### src/rtl/frame_pkg.sv
// Shared types and constants for the framed byte sender.
// FRAME_SENDER_CHECKSUM_EN selects whether the CHK byte is part of the frame.
package frame_pkg;

  typedef enum logic [2:0] {
    S_IDLE,
    S_HEAD,
    S_LEN,
    S_FUNC,
    S_PAYLOAD,
    S_CHK,
    S_TAIL
  } state_t;

  localparam logic [7:0] DEF_HEAD = 8'h52;
  localparam logic [7:0] DEF_TAIL = 8'h9A;
  localparam logic [7:0] DEF_FUNC = 8'h01;

  // Non-payload bytes in a frame: HEAD, LEN, FUNC, [CHK], TAIL.
`ifdef FRAME_SENDER_CHECKSUM_EN
  localparam int HDR_OVERHEAD = 5;
`else
  localparam int HDR_OVERHEAD = 4;
`endif

endpackage

### src/rtl/key_edge_detect.sv
// Rising-edge detector for a bank of keys, sampled only on btn_en strobes.
// Each pulse lasts one cycle because the history catches up on the same strobe.
module key_edge_detect #(
  parameter int N = 5
) (
  input  logic         clk,
  input  logic         rst,
  input  logic         btn_en,
  input  logic [N-1:0] keys,
  output logic [N-1:0] pulses
);

  logic [N-1:0] hist;

  always_ff @(posedge clk or posedge rst) begin
    if (rst) begin
      hist <= '0;
    end else if (btn_en) begin
      hist <= keys;
    end
  end

  assign pulses = btn_en ? (keys & ~hist) : '0;

endmodule

### src/rtl/frame_sender.sv
// Editable payload store plus a valid/ready framed byte streamer toward uart_tx.
// FRAME_SENDER_CHECKSUM_EN adds the CHK byte and its running-sum logic.
//
// state     | meaning
// S_IDLE    | waiting for a send edge, payload editable
// S_HEAD    | presenting FRAME_HEAD
// S_LEN     | presenting frame length
// S_FUNC    | presenting FUNC_CODE
// S_PAYLOAD | presenting ram[byte_cnt], PAYLOAD_LEN times
// S_CHK     | presenting latched checksum
// S_TAIL    | presenting FRAME_TAIL
module frame_sender
  import frame_pkg::*;
#(
  parameter int         PAYLOAD_LEN = 8,
  parameter logic [7:0] FRAME_HEAD  = DEF_HEAD,
  parameter logic [7:0] FRAME_TAIL  = DEF_TAIL,
  parameter logic [7:0] FUNC_CODE   = DEF_FUNC
) (
  input  logic                           clk,
  input  logic                           rst,
  input  logic                           btn_en,
  input  logic                           key_next,
  input  logic                           key_prev,
  input  logic                           key_inc,
  input  logic                           key_dec,
  input  logic                           key_send,
  output logic [7:0]                     tx_data,
  output logic                           tx_valid,
  input  logic                           tx_ready,
  output logic [7:0]                     preview_data,
  output logic [$clog2(PAYLOAD_LEN)-1:0] preview_index,
  output logic                           busy
);

  localparam int         IDX_W    = $clog2(PAYLOAD_LEN);
  localparam logic [7:0] LEN_BYTE = 8'(PAYLOAD_LEN + HDR_OVERHEAD);
  localparam logic [IDX_W-1:0] LAST_IDX = IDX_W'(PAYLOAD_LEN - 1);

  logic [4:0] pulses;
  logic p_next, p_prev, p_inc, p_dec, p_send;

  key_edge_detect #(.N(5)) u_keys (
    .clk    (clk),
    .rst    (rst),
    .btn_en (btn_en),
    .keys   ({key_send, key_dec, key_inc, key_prev, key_next}),
    .pulses (pulses)
  );

  assign {p_send, p_dec, p_inc, p_prev, p_next} = pulses;

  state_t           state, state_nx;
  logic [IDX_W-1:0] index, byte_cnt;
  logic [7:0]       ram [PAYLOAD_LEN];
  logic             start, edit_ok, fire;

  assign start = (state == S_IDLE) && p_send;
  // Edits are also blocked on the start cycle so the frame matches the latched checksum.
  assign edit_ok = (state == S_IDLE) && !p_send;
  assign fire    = tx_valid && tx_ready;
  assign busy    = (state != S_IDLE);
  assign preview_index = index;

  always_ff @(posedge clk or posedge rst) begin
    if (rst) begin
      index <= '0;
      for (int i = 0; i < PAYLOAD_LEN; i++) ram[i] <= '0;
    end else if (edit_ok) begin
      if (p_inc)      ram[index] <= ram[index] + 8'd1;
      else if (p_dec) ram[index] <= ram[index] - 8'd1;
      if (p_next)      index <= (index == LAST_IDX) ? '0 : index + 1'b1;
      else if (p_prev) index <= (index == '0) ? LAST_IDX : index - 1'b1;
    end
  end

  always_ff @(posedge clk or posedge rst) begin
    if (rst) preview_data <= '0;
    else     preview_data <= ram[index];
  end

`ifdef FRAME_SENDER_CHECKSUM_EN
  localparam logic [7:0] FIXED_SUM = 8'(FRAME_HEAD + LEN_BYTE + FUNC_CODE + FRAME_TAIL);
  logic [7:0] pay_sum, chk_q;

  // Running payload sum tracks every edit, so no wide adder tree is needed at send time.
  always_ff @(posedge clk or posedge rst) begin
    if (rst) begin
      pay_sum <= '0;
      chk_q   <= '0;
    end else begin
      if (edit_ok && p_inc)      pay_sum <= pay_sum + 8'd1;
      else if (edit_ok && p_dec) pay_sum <= pay_sum - 8'd1;
      if (start) chk_q <= ~(FIXED_SUM + pay_sum);
    end
  end
`endif

  always_ff @(posedge clk or posedge rst) begin
    if (rst) begin
      state    <= S_IDLE;
      byte_cnt <= '0;
    end else begin
      state <= state_nx;
      if (start)                             byte_cnt <= '0;
      else if (state == S_PAYLOAD && fire)   byte_cnt <= byte_cnt + 1'b1;
    end
  end

  always_comb begin
    state_nx = state;
    tx_valid = 1'b0;
    tx_data  = 8'h00;
    case (state)
      S_IDLE: if (p_send) state_nx = S_HEAD;
      S_HEAD: begin
        tx_valid = 1'b1;
        tx_data  = FRAME_HEAD;
        if (tx_ready) state_nx = S_LEN;
      end
      S_LEN: begin
        tx_valid = 1'b1;
        tx_data  = LEN_BYTE;
        if (tx_ready) state_nx = S_FUNC;
      end
      S_FUNC: begin
        tx_valid = 1'b1;
        tx_data  = FUNC_CODE;
        if (tx_ready) state_nx = S_PAYLOAD;
      end
      S_PAYLOAD: begin
        tx_valid = 1'b1;
        tx_data  = ram[byte_cnt];
`ifdef FRAME_SENDER_CHECKSUM_EN
        if (tx_ready && byte_cnt == LAST_IDX) state_nx = S_CHK;
`else
        if (tx_ready && byte_cnt == LAST_IDX) state_nx = S_TAIL;
`endif
      end
`ifdef FRAME_SENDER_CHECKSUM_EN
      S_CHK: begin
        tx_valid = 1'b1;
        tx_data  = chk_q;
        if (tx_ready) state_nx = S_TAIL;
      end
`endif
      S_TAIL: begin
        tx_valid = 1'b1;
        tx_data  = FRAME_TAIL;
        if (tx_ready) state_nx = S_IDLE;
      end
      default: state_nx = S_IDLE;
    endcase
  end

endmodule

### config.mk
export PLATFORM = sky130hd
export DESIGN_NAME = frame_sender
export DESIGN_NICKNAME = d
export VERILOG_FILES = /design/src/rtl/frame_pkg.sv /design/src/rtl/key_edge_detect.sv /design/src/rtl/frame_sender.sv
export SDC_FILE = /design/constraint.sdc
export NUM_CORES = 1
export LEC_CHECK = 0
export CORE_MARGIN = 3
export CORE_UTILIZATION = 60
export DETAILED_ROUTE_END_ITERATION = 8
export HOLD_SLACK_MARGIN = 0.05
export PLACE_DENSITY_LB_ADDON = 0.12
export SYNTH_ARGS = -nofsm -noshare
export SYNTH_HDL_FRONTEND = slang
export SYNTH_SLANG_ARGS = --single-unit
### constraint.sdc
create_clock -name clk -period 8.1 [get_ports clk]
set_input_delay 1.62 -clock clk [delete_from_list [all_inputs] [get_ports clk]]
set_output_delay 1.62 -clock clk [all_outputs]
set_load 0.005 [all_outputs]
==> results, run 1 <==
- At the pin with the least slew margin, the transition time is 1120 ps.
- The run finished with clean final reports.
- The area of the mapped netlist is 4860 sq um.
- Across all layers, the routed design uses 3,437 vias.
- Net switching is 43.3% of the power.
- The initial antenna violation count came to 0.
- In this run, the combinational gates consume 54.0% of the power.
- In this run the worst path has a maximum fanout of 18.
- The height of the die is 96.0 microns.
- The flip-flop and latch count after synthesis is 86.
- The total number of nets in the final design is 441.
- The fill cell total of the finished layout is 597.
- During synthesis, Yosys emitted a total of 0 warnings.
- The clock network fraction of design power is 12.9%.
- The initialized floorplan defines 32 standard-cell rows.
- The number of nets with antenna violations after detailed routing is 0.
- Of the post-synthesis cell area, the dominant cell type holds 44.3%.
- Ranked by total cell area, the synthesized netlist is headed by dfrtp_1 (44%), mux2_2 (14%), mux4_2 (12%), mux2i_1 (3.9%), nor2_1 (2.6%).
- The final-report max-slew violation count is 0.
- The maximum operating frequency is 211 MHz.
- The area growth from synthesis to layout is 10.7%.
- The nature of the critical path endpoint is an output pin.
- The number of flops mapped to enable cells by yosys is 0.
- Once the floorplan was initialized, standard cells occupied 62.2% of the core.
- In the synthesized netlist, the number of instances is 400.
- The share of the Yosys chip area taken by registers is 44.3%.
- The worst hold path begins at u_keys.hist[0].
- Cells with a size suffix above 1 make up 27.8% of the layout.
- The final layout contains routed wiring with a total length of 11.0 mm.
- For the worst flop-to-flop path, the logic depth is 8.
- At the worst endpoint, the arrival time is 3130 ps.
- The slack of the worst reg-to-reg path is 4430 ps.
- The destination of the worst register-to-register timing path is ram[60].
- The final weighted congestion in routability-driven placement is 0.944.
- The number of iterations in the first detailed-routing pass is 5.
- Hold repair after CTS inserted 0 buffers.
- The die covers 9220 sq um.
- The number of levels in the clock H-tree is 3.
- The CTS clock-pin slew for the worst setup and hold paths is 80 ps.
- The via count of the first global-routing pass came to 3,285.
- The placed standard-cell area is 5190 sq um.
- Across the VDD grid, the largest voltage drop is 0.209 mV.
- In the global route stage, overall resource usage came out at 25.8%.
- The kind of critical path is register to output pin.
- Averaged over all synthesized cells, the footprint is 12.1 sq um.
- The headroom to the max-slew limit is 23.4%.
- The max-cap violation count is 0.
- Measured along the x axis, the die boundary spans 96.0 microns.
- The count of antenna diodes in the layout is 0.
- The final routed DRC violation total is 0.
- The class of the tightest hold or removal check is register to register.
- The critical path launch point type is a register.
- The number of placed instances with taps included is 515.
- The data required time of the critical path is 6480 ps.
- The internal portion of the total power is 1.32 mW.
- In this run, distinct cell masters in the synthesized netlist total 48.
- The wire length of the first global-routing pass is 17.6 mm.
- After clock tree synthesis, the repair step resized 0 gates.
- The commonest cells after synthesis are dfrtp_1 (86), mux2_2 (61), nor2_1 (34), nand2_1 (31), mux4_2 (26).
- Summed over all layers, the global routing overflow is 0.
- The share of flip-flops with an asynchronous set or reset is 100%.
- The number of placed I/O pins is 30.
- The path with the worst hold slack has its endpoint at u_keys.hist[0].
- The worst hold slack after final layout is 504 ps.
- The wire-length estimate of the detail-placed layout is 7.62 mm.
- Setup repair after global routing left no endpoint under its margin.
- The clock tree from TritonCTS is done.
- The maximum number of pins on one net before global-route repair is 87.
- The buffer count from post-CTS setup fixing is 0.
- The worst path in the final design needs a cycle of 4750 ps, including I/O delays and setup.
- The finished cells cover 5380 sq um.
- Clock latency on the worst-skew pair, taken at its later pin, is 360 ps.
- The longest clock path from root to sink contains 2 buffers.
- The final hold violation count is 0.
- The clock root buffer is clkbuf_8.
- The clock skew after layout is 12.6 ps.
- By instance count, the leading cell after synthesis is dfrtp_1.
- The core region is 7810 sq um.
- Total power for the finished layout comes to 2.32 mW.
- When the netlist entered floorplanning its net count stood at 417.
- The first routing iteration left 360 violations.
- The clock net sink count is 86.
- dfrtp_1 takes more of the synthesized area than any other cell.
- Summed over all nets, the switching power comes to 1.01 mW.
- The average vias per placed instance is 6.48.
- The post-route fraction of the period consumed by the critical path is 58.6%.
- The fraction of power consumed by sequential logic is 33.1%.
- During placement, the flow inserted port buffers numbering 29.
- In this run the static leakage power is 2.35 nW.
- The reg-to-reg startpoint is preview_index[2].
- The finished layout holds 530 standard cells, fillers aside.
- Setup violations remaining at the end of the flow were counted as 0.
- The number of clock buffers inserted by TritonCTS is 9.
- The total power density per cell area is 432 nW/um^2.
- Setup total negative slack on the finished layout was measured at 0 ps.
- Dividing the detail-routed wire length by the instance count gives 20.7 microns.
- The predominant post-synthesis flop cell is dfrtp_1.
- The worst hold path stage count is 1.
worst max-delay path by stage:
stage | cells after the start | endpoint | startpoint
6_report | 5 | tx_data[1] | byte_cnt[0]
5_1_grt | 5 | tx_data[1] | byte_cnt[0]
4_1_cts | 5 | tx_data[1] | byte_cnt[0]
3_5_place_dp | 5 | tx_data[1] | byte_cnt[0]
3_3_place_gp | 5 | tx_data[1] | byte_cnt[0]
2_1_floorplan | 1 | async pin | rst
cell families (layout without fill, tap and decap cells):
kind of cell | Yosys count | in the layout | share of synthesized area (%)
AO/OA/AOI/OAI | 53 | 53 | 7.26
XOR/XNOR | 8 | 8 | 1.75
adder cells (fa/ha/maj) | 9 | 9 | 2.27
buffers and inverters | 33 | 61 | 3.35
flip-flops | 86 | 86 | 44.3
multiplexers | 109 | 109 | 31.3
AND/OR/NAND/NOR | 102 | 102 | 9.84
metal layers:
layer  vias up  share of wire [%]  global-route usage, %
met1      1732                 44                   36.2
met3        30                7.7                   7.43
met4         0                2.7                   9.60
met5         -                  0                      0
li1       1526                  -                      -
met2       149                 46                   38.3
power by group through the flow:
| stage | Sequential (mW) | Clock (mW) | Combinational, mW |
|---|---|---|---|
| final | 0.769 | 0.300 | 1.25 |
| after CTS | 0.765 | 0.303 | 1.24 |
| after global placement | 0.764 | 0 | 1.21 |
| after detailed placement | 0.774 | 0 | 1.23 |
| after global routing | 0.798 | 0.320 | 1.36 |
| after floorplan | 0.680 | 0 | 0.961 |
state kept, by name, summed over array words and instances, names as in the netlist, named ones only:
register and count:
state 3, preview_index 3, u_keys.hist 5, preview_data 8, ram 56, byte_cnt 3
through the flow:
stage               utilization (%)  worst slack (ps)
finish                         68.9              3350
global route                   68.9              3080
CTS                            68.9              3320
detailed placement             66.5              3710
global placement               66.5              3760
floorplan                         -              4260
worst max-delay path, cell delays in order (launching register included):
cell and delay, ps:
dfrtp_1 1090, mux4_2 630, nor2b_1 150, a211oi_1 320, o22ai_1 110, clkdlybuf4s50_1 460
cell type report:
| class | instances | area, sq um | share of cell area [%] |
|---|---|---|---|
| flip-flops and latches | 86 | 2150 | 40.0 |
| inverters | 14 | 53.8 | 1.00 |
| clock inverters | 4 | 47.5 | 0.884 |
| repair buffers | 32 | 313 | 5.81 |
| clock buffers | 11 | 141 | 2.63 |
| well taps | 102 | 128 | 2.37 |
| multi-input cells | 281 | 2540 | 47.3 |
placed cells by master (no fill, tap or decap), types with 4 or more instances in the layout:
cell,instances
clkdlybuf4s50_1,29
ha_1,8
o22ai_1,5
clkbuf_8,10
nand2_1,31
a211oi_1,5
inv_2,4
a21oi_1,16
nor3_1,4
nand3b_1,5
inv_1,9
a31oi_1,10
nand3_1,10
o21ai_0,7
xnor2_1,5
dfrtp_1,86
nor2_1,34
mux2i_1,19
mux4_2,26
mux2_2,61
No activity file was read; power rests on OpenSTA's default activity.
==> run 2, diff against run 1 <==
Settings changed: CORE_UTILIZATION 60 to 54.
Clock period 8.1 ns to 3.9 ns, I/O delays scaled along.
==> run 2 against run 1 <==
Effect of this change:
- design area increased by 3.6%
- die area increased by 10%
- via count increased by 0.67%
- combinational power increased by 110%
- clock skew decreased by 3.6 ps
- register-to-register slack got worse by 3800 ps
- sequential share of layout area decreased by 1.4 points
- critical path type unchanged
- critical endpoint is now tx_data[2]
==> results, run 2 (synthesized netlist as in run 1, its figures left out) <==
- The run finished with clean final reports.
- The post-route cell area is 5570 sq um (+3.6%).
- The final-report max-slew violation count is 0 (unchanged).
- The area growth from synthesis to layout is 14.6%.
- The shortest clock period the worst path allows after layout is 3630 ps.
- The buffer count from post-CTS setup fixing was 0 (unchanged).
- The headroom to the max-slew limit is 49.7% (+26 points).
- The total congestion overflow is 0 (unchanged).
- Setup repair after global routing left no endpoint under its margin.
- The most common cell after layout, fill and taps aside is dfrtp_1.
- The maximum number of pins on one net before global-route repair is 48 (-45%).
- The data required time of the critical path came to 3120 ps (-3360 ps).
- The worst setup path is captured at an output pin.
- The worst hold slack after final layout came to 506 ps (+1.99 ps).
- The largest registers in the layout are ram (56), preview_data (8), u_keys.hist (5).
- The total number of vias is 3,460 (+0.67%).
- The wire length of the first global-routing pass is 18.6 mm (+5.2%).
- The maximum fanout count along the critical path came to 10 (-8).
- The average wire per cell in the routed design was 20.9 microns (+0.66%).
- The number of levels in the clock H-tree was 3 (unchanged).
- In the layout the commonest cells are dfrtp_1 (86), mux2_2 (61), nor2_1 (34), nand2_1 (31), clkdlybuf4s50_1 (29).
- The final routed DRC violation total was 0 (unchanged).
- The final weighted congestion in routability-driven placement is 0.957 (+1.4%).
- The average vias per placed instance is 6.29 (-3.0%).
- The worst-case setup margin in the final layout is 272 ps (-3080 ps).
- The placed standard-cell area is 5330 sq um (+2.6%).
- The number of nets with antenna violations after detailed routing is 0 (unchanged).
- The die footprint was 10,200 sq um (+10%).
- The class of the tightest hold or removal check is register to register.
- The maximum operating frequency is 276 MHz.
- The initial antenna violation count is 0 (unchanged).
- The peak supply drop is 0.378 mV (+81%).
- The number of clock buffers inserted by TritonCTS is 9 (unchanged).
- The fraction of layout instances using a drive strength above 1 is 30.8% (+3.0 points).
- The count of port buffers added during placement was 29 (unchanged).
- The data arrival time of the critical path was 2850 ps (-280 ps).
- The number of buffers on the longest clock path was 2 (unchanged).
- The number of flip-flops under the largest register name is 56 (unchanged).
- The root buffer cell chosen for the clock tree is clkbuf_8.
- The initial core utilization was 57.4% (-4.8 points).
- The number of DRC violations after detailed-routing iteration 0 is 183 (-49%).
- The count of antenna diodes in the layout is 0 (unchanged).
- The total power density per cell area is 905 nW/um^2 (+110%).
- The final sum of negative setup slack came to 0 ps (unchanged).
- The clock net sink count came to 86 (unchanged).
- The number of placed I/O pins came to 30 (unchanged).
- The height of the die is 101 microns (+5.1%).
- The worst setup path is launched from a register.
- The detailed-route wire length is 11.5 mm (+4.5%).
- The number of placement rows was 33 (+3.1%).
- The via count of the first global-routing pass came to 3,384 (+3.0%).
- The source-to-sink clock delay at the later pin of the worst-skew pair is 360 ps (about the same).
- The CTS clock-pin slew for the worst setup and hold paths is 90 ps (about the same).
- The die extent in x came to 101 microns (+5.1%).
- The total number of nets in the final design came to 457 (+3.6%).
- The leakage power total is 2.46 nW (+4.8%).
- The clock tree from TritonCTS is done.
- The global-route usage over all layers is 24.2% (-1.6 points).
- The placed wire-length estimate is 8.32 mm (+9.2%).
- The max-cap violation count is 0 (unchanged).
- The core area is 8460 sq um (+8.4%).
- After layout, the worst path uses 93.0% of the clock period.
- The slew at the pin with the worst max-slew slack is 749 ps (-367 ps).
- The register with the most flip-flops in the final layout is ram.
- The clock skew after layout came to 8.97 ps (-3.64 ps).
- The number of iterations in the first detailed-routing pass is 5 (unchanged).
- The number of gates resized after CTS is 0 (unchanged).
- The post-placement setup slack came to 638 ps (-3070 ps).
- The total of endpoints with negative setup slack in the final report was 0 (unchanged).
- The kind of critical path is register to output pin.
- The final hold violation count is 0 (unchanged).
- The total of hold buffers inserted after clock tree synthesis is 0 (unchanged).
-- run 2: cell count changes in the layout (fill, tap and decap cells not counted) --
cell,delta
buf_12,+1
clkinv_2,-1
clkbuf_1,-1
buf_4,+15
clkbuf_8,-1
bufinv_16,+2
inv_6,+2
-- run 2: worst max-delay path, stage by stage (launching register included) --
cell	delay [ps]
dfrtp_1	760
buf_4	290
mux4_2	500
mux2i_1	230
nor3_1	70
a21oi_1	130
nor2_1	50
clkdlybuf4s50_1	450
-- run 2: path summary, 6_finish.rpt --
kind,slack (ps),cells past startpoint,startpoint,end
setup / recovery,270,7,byte_cnt[0],tx_data[2]
hold / removal,510,1,u_keys.hist[4],u_keys.hist[4]
setup reg to reg,630,9,preview_index[0],ram[44]
hold reg to reg,510,1,u_keys.hist[4],u_keys.hist[4]
max in group asynchronous,2390,3,rst,preview_index[2]
min in group asynchronous,840,2,rst,ram[21]
-- run 2: layout make-up --
cell class / count / area (sq um)
flip-flops and latches: 86 / 2150
multi-input cells: 281 / 2540
clock inverters: 7 / 120
well taps: 105 / 131
inverters: 14 / 53.8
fillers: 648 / 2890
repair buffers: 48 / 445
clock buffers: 9 / 124
-- run 2: where the power goes --
| group | internal, mW | switching [mW] | total (mW) | leakage [nW] |
|---|---|---|---|---|
| registers | 1.22 | 0.366 | 1.59 | 1.13 |
| clock network | 0.429 | 0.341 | 0.770 | 0.120 |
| logic | 1.25 | 1.43 | 2.68 | 1.22 |
-- run 2: layer usage --
metal  vias up  GRT usage, %  share of wire [%]
met1      1774          34.9                 46
met4         0          10.8                2.9
met5         -             0                  0
met3        23          4.15                5.0
li1       1562             -                  -
met2       101          36.1                 46
-- run 2: per-stage QoR --
step           instances  utilization (%)  total power [mW]
2_1_floorplan        400                -              3.41
3_3_place_gp         534             62.9              4.20
3_5_place_dp         534             62.9              4.25
4_1_cts              550             65.8              5.03
5_1_grt              550             65.8              5.38
6_report             550             65.8              5.04
==> run 3, diff against run 2 <==
Settings changed: SLEW_MARGIN from default to 20.
==> results of run 3 <==
No change in the layout: final DEF, timing and power equal those of run 2.
==> edit 1: new RTL, flow settings as in run 2 <==
Re-encode `state_t` (7 states) as one-hot, 7 bits wide.
--- a/src/rtl/frame_pkg.sv
+++ b/src/rtl/frame_pkg.sv
@@ -2,14 +2,14 @@
 // FRAME_SENDER_CHECKSUM_EN selects whether the CHK byte is part of the frame.
 package frame_pkg;
 
-  typedef enum logic [2:0] {
-    S_IDLE,
-    S_HEAD,
-    S_LEN,
-    S_FUNC,
-    S_PAYLOAD,
-    S_CHK,
-    S_TAIL
+  typedef enum logic [6:0] {
+    S_IDLE    = 7'b0000001,
+    S_HEAD    = 7'b0000010,
+    S_LEN     = 7'b0000100,
+    S_FUNC    = 7'b0001000,
+    S_PAYLOAD = 7'b0010000,
+    S_CHK     = 7'b0100000,
+    S_TAIL    = 7'b1000000
   } state_t;
 
   localparam logic [7:0] DEF_HEAD = 8'h52;
Formal check against the unedited RTL: no difference found for any inputs over 4 cycles, from zero or initial values and one cycle with rst high; so few cycles prove little.
==> edit 1 against run 2 <==
Critical path depth rose by 2; power fell by 12%; final cell count rose by 0.55%; combinational power decreased by 16%; hold slack better by 0.0032 ns; worst setup slack improved by 0.18 ns; final area fell by 1.8%; sequential share of layout area is 2.1 points higher; wire length is 1.1% lower; synthesized cell count rose by 1.3%; sequential cell count is 3 higher; area after synthesis down 0.59%; core utilization shrank 1.2 points; register-to-register slack lost 0.17 ns; critical endpoint is now ram[20]; highest routed layer unchanged.
==> edit 1: results (changes against run 2) <==
Tot GR Track Use: 24.1% (was 24.2%)
status: finished clean (unchanged)
gpl congestion: 0.902 (was 0.957)
largest registers: ram (56), preview_data (8), state (6) (was ram (56), preview_data (8), u_keys.hist (5))
Worst-Margin Slew: 0.853 ns (was 0.749 ns)
dpl ws: 0.540 ns (was 0.638 ns)
layout cells sized above 1: 27.7% (was 30.8%)
Seq/Total Area, Yosys: 46.1% (was 44.3%)
LEAKAGE: 2.36 nW (was 2.46 nW)
number of global-route vias before repair: 3510 (was 3384)
crit path DAT: 3.75 ns (was 2.85 ns)
grt met3 use: 4.57% (was 4.15%)
1st-iter DRT viols: 188 (was 183)
syn nets: 422 (was 417)
global-route wire length before repair: 18400 µm (was 18600 µm)
GR Util met1: 33.8% (was 34.9%)
Post-DP HPWL: 7960 µm (was 8320 µm)
synth cell count leaders: dfrtp_1 (88), mux2_2 (53), nor2_1 (30), nand2_1 (26), mux4_2 (25) (was dfrtp_1 (86), mux2_2 (61), nor2_1 (34), nand2_1 (31), mux4_2 (26))
Ys Warns: 0 (unchanged)
initial antenna violation count: 0 (unchanged)
First-pass DRT Iterations: 7 (was 5)
# DRC: 0 (unchanged)
wirelength, routed: 11300 µm (was 11500 µm)
Avg Vias per Cell: 6.24 (was 6.29)
maximum vdd ir drop: 0.319 mV (was 0.378 mV)
Final nets: 460 (was 457)
H-tree depth: 3 (unchanged)
Yosys cell types: 49 (was 48)
largest cells by area after synthesis: dfrtp_1 (46%), mux2_2 (12%), mux4_2 (12%), mux2i_1 (4.1%), nor2_1 (2.3%) (was dfrtp_1 (44%), mux2_2 (14%), mux4_2 (12%), mux2i_1 (3.9%), nor2_1 (2.6%))
met2 Usage GRT: 38.4% (was 36.1%)
skew final: 0.0146 ns (was 0.00897 ns)
Root Buffer: clkbuf_8 (unchanged)
CTS Buf Count: 9 (unchanged)
R2R Setup Slk: 0.46 ns (was 0.63 ns)
worst-path fanout max: 14 (was 10)
edit 1: final cells by class:
type	count	area, µm²
repair buffers	47	425
inverters	12	46.3
clock buffers	9	124
multi-input cells	284	2460
clock inverters	7	52.6
fillers	678	2990
well taps	105	131
flip-flops and latches	89	2230
edit 1: worst paths after layout:
kind | from | to | cells after the start
setup / recovery | preview_index[0] | ram[20] | 9
hold / removal | u_keys.hist[1] | u_keys.hist[1] | 1
setup reg to reg | preview_index[0] | ram[20] | 9
hold reg to reg | u_keys.hist[1] | u_keys.hist[1] | 1
max in group asynchronous | rst | ram[52] | 3
min in group asynchronous | rst | async pin | 2
edit 1: routing by layer:
layer,wire length [µm],share of wire (%)
met1,4870,43
met2,5520,49
met3,750,6.6
met4,193,1.7
met5,0,0
edit 1: report_power, final:
group          internal [mW]  leakage, nW  switching [mW]  total, mW
clock network          0.237       0.0904           0.345      0.582
logic                   1.06         1.13            1.20       2.26
registers               1.28         1.14           0.315       1.59
edit 1: cells by family (layout without fill, tap and decap cells):
family | after synthesis | after routing | share of synthesized area (%)
AO/OA/AOI/OAI | 66 | 66 | 7.95
flip-flops | 89 | 89 | 46.1
AND/OR/NAND/NOR | 101 | 101 | 10.6
adder cells (fa/ha/maj) | 8 | 8 | 2.07
XOR/XNOR | 10 | 10 | 1.97
buffers and inverters | 32 | 75 | 2.87
multiplexers | 99 | 99 | 28.4
edit 1: critical path: stages, from the launching register on:
cell and delay, ns:
dfrtp_1 0.81, mux2_2 0.41, a31o_2 0.25, a211oi_2 0.38, ha_1 0.26, nand2_1 0.07, or3_1 0.37, o21ai_1 0.10
xor2_1 0.49, mux2_2 0.26
edit 1: per-stage QoR:
stage / hold WS (ns) / std cells / total power, mW / cell area, µm² / util (%)
3_5_place_dp: 0.488 / 537 / 3.85 / 5300 / 62.6
3_3_place_gp: 0.482 / 537 / 3.77 / 5300 / 62.6
4_1_cts: 0.509 / 553 / 4.44 / 5470 / 64.6
2_1_floorplan: 0.461 / 405 / 3.15 / 4830 / -
5_1_grt: 0.537 / 553 / 4.77 / 5470 / 64.6
6_report: 0.509 / 553 / 4.44 / 5470 / 64.6
==> edit 2: new RTL, settings of run 2 <==
Made on the original files. The option `FRAME_SENDER_CHECKSUM_EN` is turned on by a define.
--- a/src/rtl/frame_pkg.sv
+++ b/src/rtl/frame_pkg.sv
@@ -1,5 +1,7 @@
 // Shared types and constants for the framed byte sender.
 // FRAME_SENDER_CHECKSUM_EN selects whether the CHK byte is part of the frame.
+`define FRAME_SENDER_CHECKSUM_EN
+
 package frame_pkg;
 
   typedef enum logic [2:0] {
Behaviour: not the same (a bounded check fails within 4 cycles, from zero or initial values and one cycle with rst high).
==> edit 2 against run 2 <==
Area after synthesis increased by 14%; final area increased by 12%; combinational power increased by 6%; critical path depth decreased by 2; clock skew about the same; power increased by 8.2%; sequential power increased by 16%; final cell count increased by 27%; sequential cell count increased by 16; worst setup slack improved by 0.20 ns; maximum frequency increased by 5.9%; sequential share of layout area increased by 2.5 points; first-iteration DRC count increased by 48%; wire length increased by 13%; largest cell class unchanged.
==> edit 2: results (changes against run 2) <==
P&R area growth vs syn: 12.4% (was 14.6%)
largest cells by area after synthesis: dfrtp_1 (46%), mux4_2 (11%), nand2_1 (6.4%), o21ai_0 (5.1%), ha_1 (3.4%) (was dfrtp_1 (44%), mux2_2 (14%), mux4_2 (12%), mux2i_1 (3.9%), nor2_1 (2.6%))
critical path's slowest cell: mux4_2 (was dfrtp_1)
antenna cells: 0 (unchanged)
fillers: 785 (was 648)
Seq/Total Area, Yosys: 46.2% (was 44.3%)
Placed Area: 5990 µm² (was 5330 µm²)
Synth Area in XOR/XNOR: 3.17% (was 1.75%)
layout cells sized above 1: 14.4% (was 30.8%)
WL met2: 6130 µm (was 5300 µm)
Inverters, non-clock: 18 (was 14)
syn_area_per_cell: 10.3 µm² (was 12.1 µm²)
Met1 Wirelength: 5810 µm (was 5260 µm)
flops & latches, synth: 102 (was 86)
grt met3 use: 5.84% (was 4.15%)
global-route wire length before repair: 21400 µm (was 18600 µm)
max incr delay on CP: 0.54 ns (was 0.76 ns)
Slew HR: 37.8% (was 49.7%)
area of the multi-input gates: 2770 µm² (was 2540 µm²)
post-synthesis adder-cell area fraction: 3.76% (was 2.27%)
skew final: 0.00861 ns (was 0.00897 ns)
Tot GR Track Use: 24.4% (was 24.2%)
Post-DP HPWL: 9030 µm (was 8320 µm)
1st-iter DRT viols: 271 (was 183)
worst-path fanout max: 18 (was 10)
Final nets: 588 (was 457)
pin count of the biggest net entering global routing: 74 (was 48)
gpl congestion: 0.847 (was 0.957)
status: finished clean (unchanged)
crit path DAT: 2.65 ns (was 2.85 ns)
wire length on met3: 691 µm (was 570 µm)
GR Util met1: 33.8% (was 34.9%)
syn nets: 562 (was 417)
number of global-route vias before repair: 4090 (was 3384)
ClkCell Share: 3.66% (was 4.38%)
non-filler cells, final: 701 (was 550)
wirelength, routed: 13000 µm (was 11500 µm)
met2 Usage GRT: 37.4% (was 36.1%)
Seq area share: 41.1% (was 38.6%)
Setup Fix Bufs, Post-CTS: 0 (unchanged)
placeable core region: 9860 µm² (was 8460 µm²)
worst-skew pair later-pin latency: 0.39 ns (was 0.36 ns)
Non-clk bufs: 46 (was 48)
Cells after DPL: 685 (was 534)
Multi-In Gates: 386 (was 281)
net switching power: 2.33 mW (was 2.14 mW)
portion of netlist area occupied by mux cells: 16.9% (was 31.3%)
synth cell count leaders: dfrtp_1 (102), nand2_1 (95), o21ai_0 (56), o21ai_1 (32), mux4_2 (26) (was dfrtp_1 (86), mux2_2 (61), nor2_1 (34), nand2_1 (31), mux4_2 (26))
Worst R2R Start: state[1] (was preview_index[0])
dpl ws: 0.283 ns (was 0.638 ns)
non-clk buf share: 6.93% (was 7.99%)
LEAKAGE: 2.65 nW (was 2.46 nW)
hold path start: chk_q[3] (was u_keys.hist[4])
maximum vdd ir drop: 0.408 mV (was 0.378 mV)
Yosys cell types: 53 (was 48)
-- edit 2: power by group through the flow --
stage | combinational (mW) | sequential (mW) | clock (mW)
6_report | 2.85 | 1.84 | 0.762
5_1_grt | 3.17 | 1.89 | 0.824
4_1_cts | 2.85 | 1.83 | 0.783
3_5_place_dp | 2.84 | 1.85 | 0
3_3_place_gp | 2.77 | 1.82 | 0
2_1_floorplan | 2.06 | 1.68 | 0
-- edit 2: worst max-delay path: cells and delay by family (launching register included) --
family	cells	cell delay (ns)
DFF	1	0.33
AOI/OAI and AO/OA	1	0.29
buffers and inverters	2	0.77
muxes	2	0.86
-- edit 2: final timing paths --
check	end	slack [ns]	cells after the start
max	tx_data[7]	0.47	5
min	chk_q[3]	0.49	2
max reg2reg	pay_sum[7]	0.66	11
min reg2reg	chk_q[3]	0.49	2
max in group asynchronous	ram[36]	2.31	3
min in group asynchronous	u_keys.hist[1]	0.92	2
